File: src/rtl/pe_frame_mem_pp_if.sv
// rtl/pe_frame_mem_pp_if.sv - handshake bundle between encoder/PE datapath and the ping-pong frame memory
interface pe_frame_mem_pp_if #(
    parameter int WIDTH      = 8,
    parameter int DEPTH      = 3,
    parameter int ADDR_WIDTH = 8
);
    localparam int FRAME_WIDTH = WIDTH * DEPTH;

    logic                   wr_valid;
    logic                   wr_ready;
    logic [FRAME_WIDTH-1:0] wr_frame;

    logic                   rd_addr_valid;
    logic                   rd_addr_ready;
    logic [ADDR_WIDTH-1:0]  rd_addr;

    logic                   rdata_valid;
    logic                   rdata_ready;
    logic [WIDTH-1:0]       rdata;
    logic                   rdata_err;

    logic                   frame_valid;
    logic                   frame_ready;
    logic [FRAME_WIDTH-1:0] frame_data;

    logic [7:0]             frame_cnt;

    modport master (
        output wr_valid, wr_frame, rd_addr_valid, rd_addr, rdata_ready, frame_ready,
        input  wr_ready, rd_addr_ready, rdata_valid, rdata, rdata_err,
               frame_valid, frame_data, frame_cnt
    );

    modport slave (
        input  wr_valid, wr_frame, rd_addr_valid, rd_addr, rdata_ready, frame_ready,
        output wr_ready, rd_addr_ready, rdata_valid, rdata, rdata_err,
               frame_valid, frame_data, frame_cnt
    );
endinterface

File: src/rtl/pe_frame_mem_pp.sv
// rtl/pe_frame_mem_pp.sv - ping-pong frame memory for the PE; MEM_PE_RANGE_CHECK_EN flags out-of-range reads
module pe_frame_mem_pp #(
    parameter int WIDTH      = 8,
    parameter int DEPTH      = 3,
    parameter int ADDR_WIDTH = 8
) (
    input  logic                clk,
    input  logic                rst,
    pe_frame_mem_pp_if.slave    bus
);
    localparam int FRAME_WIDTH = WIDTH * DEPTH;
    localparam logic [ADDR_WIDTH-1:0] FRAME_ADDR = '1;

    logic [FRAME_WIDTH-1:0] bank_q [2];
    logic [FRAME_WIDTH-1:0] bank_d [2];
    logic                   active_q, active_d;
    logic                   rdata_valid_q, rdata_valid_d;
    logic [WIDTH-1:0]       rdata_q, rdata_d;
    logic                   frame_valid_q, frame_valid_d;
    logic [FRAME_WIDTH-1:0] frame_data_q, frame_data_d;
    logic [7:0]             frame_cnt_q, frame_cnt_d;

    logic                   rd_addr_ready;
    logic                   rd_fire;
    logic                   wr_fire;
    logic [FRAME_WIDTH-1:0] rd_bank;
    logic [WIDTH-1:0]       word_sel;

    assign rd_addr_ready = ~rst & ~rdata_valid_q & ~frame_valid_q;
    assign rd_fire       = bus.rd_addr_valid & rd_addr_ready;
    assign wr_fire       = bus.wr_valid & ~rst;
    assign rd_bank       = bank_q[active_q];

    // Matching each legal index explicitly keeps out-of-range addresses at 0
    // without ever indexing past the frame.
    always_comb begin
        word_sel = '0;
        for (int i = 0; i < DEPTH; i++) begin
            if (bus.rd_addr == ADDR_WIDTH'(i)) begin
                word_sel = rd_bank[i*WIDTH +: WIDTH];
            end
        end
    end

`ifdef MEM_PE_RANGE_CHECK_EN
    localparam logic [ADDR_WIDTH-1:0] DEPTH_A = ADDR_WIDTH'(DEPTH);
    logic rdata_err_q, rdata_err_d;

    always_comb begin
        rdata_err_d = rdata_err_q;
        if (rd_fire && bus.rd_addr != FRAME_ADDR) begin
            rdata_err_d = (bus.rd_addr >= DEPTH_A);
        end
    end

    always_ff @(posedge clk) begin
        if (rst) begin
            rdata_err_q <= 1'b0;
        end else begin
            rdata_err_q <= rdata_err_d;
        end
    end

    assign bus.rdata_err = rdata_err_q;
`else
    assign bus.rdata_err = 1'b0;
`endif

    // The read samples the bank selected before this edge's swap, so a
    // same-cycle write never disturbs the word being returned.
    always_comb begin
        bank_d        = bank_q;
        active_d      = active_q;
        rdata_valid_d = rdata_valid_q;
        rdata_d       = rdata_q;
        frame_valid_d = frame_valid_q;
        frame_data_d  = frame_data_q;
        frame_cnt_d   = frame_cnt_q;

        if (rdata_valid_q && bus.rdata_ready) begin
            rdata_valid_d = 1'b0;
        end
        if (frame_valid_q && bus.frame_ready) begin
            frame_valid_d = 1'b0;
        end

        if (rd_fire) begin
            if (bus.rd_addr == FRAME_ADDR) begin
                frame_data_d  = rd_bank;
                frame_valid_d = 1'b1;
            end else begin
                rdata_d       = word_sel;
                rdata_valid_d = 1'b1;
            end
        end

        if (wr_fire) begin
            bank_d[~active_q] = bus.wr_frame;
            active_d          = ~active_q;
            frame_cnt_d       = frame_cnt_q + 8'd1;
        end
    end

    always_ff @(posedge clk) begin
        if (rst) begin
            bank_q[0]     <= '0;
            bank_q[1]     <= '0;
            active_q      <= 1'b0;
            rdata_valid_q <= 1'b0;
            rdata_q       <= '0;
            frame_valid_q <= 1'b0;
            frame_data_q  <= '0;
            frame_cnt_q   <= '0;
        end else begin
            bank_q[0]     <= bank_d[0];
            bank_q[1]     <= bank_d[1];
            active_q      <= active_d;
            rdata_valid_q <= rdata_valid_d;
            rdata_q       <= rdata_d;
            frame_valid_q <= frame_valid_d;
            frame_data_q  <= frame_data_d;
            frame_cnt_q   <= frame_cnt_d;
        end
    end

    assign bus.wr_ready      = ~rst;
    assign bus.rd_addr_ready = rd_addr_ready;
    assign bus.rdata_valid   = rdata_valid_q;
    assign bus.rdata         = rdata_q;
    assign bus.frame_valid   = frame_valid_q;
    assign bus.frame_data    = frame_data_q;
    assign bus.frame_cnt     = frame_cnt_q;
endmodule

File: src/flat_wrapper.sv
// flat-port wrapper written by rule: the top's interface ports become plain ports
module pe_frame_mem_pp_flat 
#(
    parameter int WIDTH      = 8,
    parameter int DEPTH      = 3,
    parameter int ADDR_WIDTH = 8
)
  (clk, rst, bus_wr_valid, bus_wr_frame, bus_rd_addr_valid, bus_rd_addr, bus_rdata_ready, bus_frame_ready, bus_wr_ready, bus_rd_addr_ready, bus_rdata_valid, bus_rdata, bus_rdata_err, bus_frame_valid, bus_frame_data, bus_frame_cnt);
  pe_frame_mem_pp_if #(.WIDTH(WIDTH), .DEPTH(DEPTH), .ADDR_WIDTH(ADDR_WIDTH)) bus_i ();
  input  logic clk;
  input  logic rst;
  input wire logic [$bits(bus_i.wr_valid)-1:0] bus_wr_valid;
  input wire logic [$bits(bus_i.wr_frame)-1:0] bus_wr_frame;
  input wire logic [$bits(bus_i.rd_addr_valid)-1:0] bus_rd_addr_valid;
  input wire logic [$bits(bus_i.rd_addr)-1:0] bus_rd_addr;
  input wire logic [$bits(bus_i.rdata_ready)-1:0] bus_rdata_ready;
  input wire logic [$bits(bus_i.frame_ready)-1:0] bus_frame_ready;
  output wire logic [$bits(bus_i.wr_ready)-1:0] bus_wr_ready;
  output wire logic [$bits(bus_i.rd_addr_ready)-1:0] bus_rd_addr_ready;
  output wire logic [$bits(bus_i.rdata_valid)-1:0] bus_rdata_valid;
  output wire logic [$bits(bus_i.rdata)-1:0] bus_rdata;
  output wire logic [$bits(bus_i.rdata_err)-1:0] bus_rdata_err;
  output wire logic [$bits(bus_i.frame_valid)-1:0] bus_frame_valid;
  output wire logic [$bits(bus_i.frame_data)-1:0] bus_frame_data;
  output wire logic [$bits(bus_i.frame_cnt)-1:0] bus_frame_cnt;
  assign bus_i.wr_valid = bus_wr_valid;
  assign bus_i.wr_frame = bus_wr_frame;
  assign bus_i.rd_addr_valid = bus_rd_addr_valid;
  assign bus_i.rd_addr = bus_rd_addr;
  assign bus_i.rdata_ready = bus_rdata_ready;
  assign bus_i.frame_ready = bus_frame_ready;
  assign bus_wr_ready = bus_i.wr_ready;
  assign bus_rd_addr_ready = bus_i.rd_addr_ready;
  assign bus_rdata_valid = bus_i.rdata_valid;
  assign bus_rdata = bus_i.rdata;
  assign bus_rdata_err = bus_i.rdata_err;
  assign bus_frame_valid = bus_i.frame_valid;
  assign bus_frame_data = bus_i.frame_data;
  assign bus_frame_cnt = bus_i.frame_cnt;
  pe_frame_mem_pp #(.WIDTH(WIDTH), .DEPTH(DEPTH), .ADDR_WIDTH(ADDR_WIDTH)) u_core (.clk(clk), .rst(rst), .bus(bus_i));
endmodule
File: config.mk
export PLATFORM = sky130hd
export DESIGN_NAME = pe_frame_mem_pp_flat
export DESIGN_NICKNAME = d
export VERILOG_FILES = /design/src/rtl/pe_frame_mem_pp_if.sv /design/src/rtl/pe_frame_mem_pp.sv /design/src/flat_wrapper.sv
export SDC_FILE = /design/constraint.sdc
export NUM_CORES = 1
export LEC_CHECK = 0
export ABC_CLOCK_PERIOD_IN_PS = 4600
export BUFFER_PORTS_ARGS = -buffer_cell sky130_fd_sc_hd__buf_2
export CAP_MARGIN = 10
export CORE_MARGIN = 4
export CORE_UTILIZATION = 30
export CTS_CLUSTER_SIZE = 10
export DETAILED_ROUTE_END_ITERATION = 8
export MAX_ROUTING_LAYER = met4
export SLEW_MARGIN = 20
export SYNTH_ARGS = -nofsm -noshare
export SYNTH_HDL_FRONTEND = slang
export SYNTH_SLANG_ARGS = --single-unit
File: constraint.sdc
create_clock -name clk -period 4.6 [get_ports clk]
set_input_delay 0.23 -clock clk [delete_from_list [all_inputs] [get_ports clk]]
set_output_delay 0.23 -clock clk [all_outputs]
set_load 0.05 [all_outputs]
==> impl_metrics.ini <==
[critical_path]
timing.critical_path.arrival_ns = 2.34
critical_path.reg2reg.endpoint = u_core.bank_q[47]
required_ns = 4.82
cp_top_family = simple AND/OR/NAND/NOR gates
regToRegSetupSlack_ns = 2.50
max_stage_delay_ns = 0.77
reg2regPathDepth = 3
critPathLaunchType = primary input
reg2reg_from = u_core.active_q
critical_path_buf_inv_count = 3
crit_type = primary input to flop
timing.critical_path.mode_cell = sky130_fd_sc_hd__nand3_1
worst_setup_path_end_kind = flop
worst-path-max-fanout = 51
critical_path_cell_sequence = buf_2 -> inv_1 -> buf_4 -> nand3_1 -> nand3_1 -> nand2_1
slowest_stage = sky130_fd_sc_hd__nand3_1

[cts]
h-tree-depth = 3
post_cts_resize_count = 0
path_clk_slew_ns = 0.07
ctsLongestPathBuffers = 2
cts_num_sinks = 91
setup_fix_buffers_added_after_clock_tree_synthesis = 0
cts_tree = yes
cts_root_buffer = sky130_fd_sc_hd__clkbuf_16
cts_hold_buf = 0
clk-insertion-delay-late_ns = 0.34
cts_inserted_buffers = 9

[power_and_ir_drop]
report.power.total_uw = 1780
total_leakage_power_uw = 0.00186
ir_drop_mv = 0.172
pwr_density_cell_nw_per_um2 = 405

[yosys]
netlist_area_um2 = 3580
seq_area_frac_synth = 0.508
asyncSetResetFlopFracSynth = 0
synth-edff-count = 0
postSynthCellCount = 423
synth.lib_cells_used.distinct = 31
synthFlopType = sky130_fd_sc_hd__dfxtp_1
mean_cell_area_of_the_mapped_netlist_um2 = 8.47
synth.yosys.warnings = 0
syn-num-nets = 462
synth_seq_cells = 91

[route]
topRoutingLayerUsed = met4
vias = 3034
drt-pass1-iter-count = 5
route.final.wire_length_um = 9140
wl_per_cell_um = 14.4
routed_metal_1_wirelength_um = 4440
wl_met3_um = 658
detail_route.vias_per_cell = 4.77
final_antenna_net_count = 0
drt_drc_violations_left = 0
dr_wl_met2_um = 3990
first_iteration_detailed_routing_drc_count = 201

[sta]
fmax_mhz = 473
hold_ws_ns = 0.0907
rsz_0062_raised_after_global_routing = no
setup_tns_ns = 0
final.setup.worst_slack_ns = 2.48
fin_crit_sh = 0.460
setup_viol = 0
final.min_clock_period_ns = 2.12
number_of_hold_violations_in_the_final_report = 0
timing_worst_slew_pin_value_ns = 0.911
timing.slew.headroom = 0.391
final-max-slew-violation-count = 0
clock_skew_ns = 0.00657

[cells_and_area]
layout.nets = 526
layout.cells.most_common = sky130_fd_sc_hd__nand2_1
areaGrowthSynthToFinish_pct = 22.3
most-common-layout-cells = sky130_fd_sc_hd__nand2_1, sky130_fd_sc_hd__dfxtp_1, sky130_fd_sc_hd__buf_2
drive_above_1_share = 0.215
finalCoreUtilization = 0.379

[place]
gp_congestion = 0.833
detailed_place_hpwl_um = 6590
buffer_ports.inserted = 81
worst_slack_placed_ns = 2.13

[hold_path]
hold_depth = 3
hold_start = bus_wr_frame[12]
hold_path.class = primary input to flop
hold_end = u_core.bank_q[36]

[die]
initial_core_util = 0.310
die_area_um2 = 13800
rows = 39
io_pins = 83
die_w_um = 117
core_area_um2 = 11600
die_height_um = 117

[global_route]
number_of_global_route_vias_before_repair = 2704
grt_max_degree = 52
grt-ovfl-total = 0
grt_first_pass_wirelength_um = 14100
grt_use_total = 0.137
antenna_found_initial = 1

[outcome]
run_status = completed

[run]
maxCapViolCount = 0
power by group:
part / switching [µW] / internal (µW)
Combinational: 97.2 / 51.8
Clock: 309 / 479
Sequential: 21.1 / 818
Total: 427 / 1350
Yosys cell counts (all sizes together) (4+ instances only):
master,count,share of area
o21ai,24,0.034
nor2,52,0.054
a211oi,24,0.050
nand3,28,0.039
o22ai,8,0.014
xor2,6,0.015
mux2i,25,0.070
clkbuf,19,0.020
o2bb2ai,8,0.020
buf,13,0.021
nand4,4,0.0070
dfxtp,91,0.51
nand2,98,0.10
cells by family (layout without fill, tap and decap cells):
kind of cell             Yosys count  in the layout  synth area share
AND/OR/NAND/NOR                  195            195             0.231
adder cells (fa/ha/maj)            1              1           0.00349
multiplexers                      25             25            0.0698
flip-flops                        91             91             0.508
XOR/XNOR                           8              8            0.0196
AO/OA/AOI/OAI                     67             67             0.123
other                              1              2           0.00105
buffers and inverters             35            104            0.0436
worst max-delay path by stage:
| stage | from | endpoint | slack (ns) | cells after the start |
|---|---|---|---|---|
| after floorplan | u_core.bus.rdata_valid | bus_rd_addr_ready | 2.73 | 1 |
| after global placement | rst | u_core.bank_q[31] | 2.18 | 6 |
| after detailed placement | rst | u_core.bank_q[47] | 2.13 | 6 |
| after CTS | u_core.active_q | u_core.bank_q[47] | 2.47 | 3 |
| after global routing | rst | u_core.bank_q[24] | 2.17 | 6 |
| final | rst | u_core.bank_q[47] | 2.48 | 6 |
layer usage:
metal  GRT usage  vias up
met2       0.200       99
li1            -     1564
met4      0.0298        0
met5           -        -
met3      0.0406        5
met1       0.187     1366
registers in the layout (all words and copies together), names as in the netlist:
name,flops
u_core.bank_q,48
u_core.bus.frame_data,24
u_core.bus.frame_cnt,8
u_core.bus.rdata,8
u_core.active_q,1
u_core.bus.frame_valid,1
u_core.bus.rdata_valid,1
worst register-to-register path: stages, from the launching register on:
cell                      delay (ns)
sky130_fd_sc_hd__dfxtp_1        0.76
sky130_fd_sc_hd__nand3_1        0.83
sky130_fd_sc_hd__nand3_1        0.32
sky130_fd_sc_hd__nand2_1        0.08
through the flow:
step,std cells,area (µm²)
global placement,619,4060
floorplan,423,3580
detailed placement,619,4060
CTS,635,4380
global route,636,4380
finish,636,4380
cell type report:
type	count	area (µm²)
diodes	1	2.50
flip-flops and latches	91	1820
multi-input cells	297	1610
repair buffers	85	435
inverters	3	11.3
clock buffers	9	225
fillers	1188	7180
well taps	143	179
clock inverters	7	98.8
Note: power is estimated with default switching activity, not from simulation.
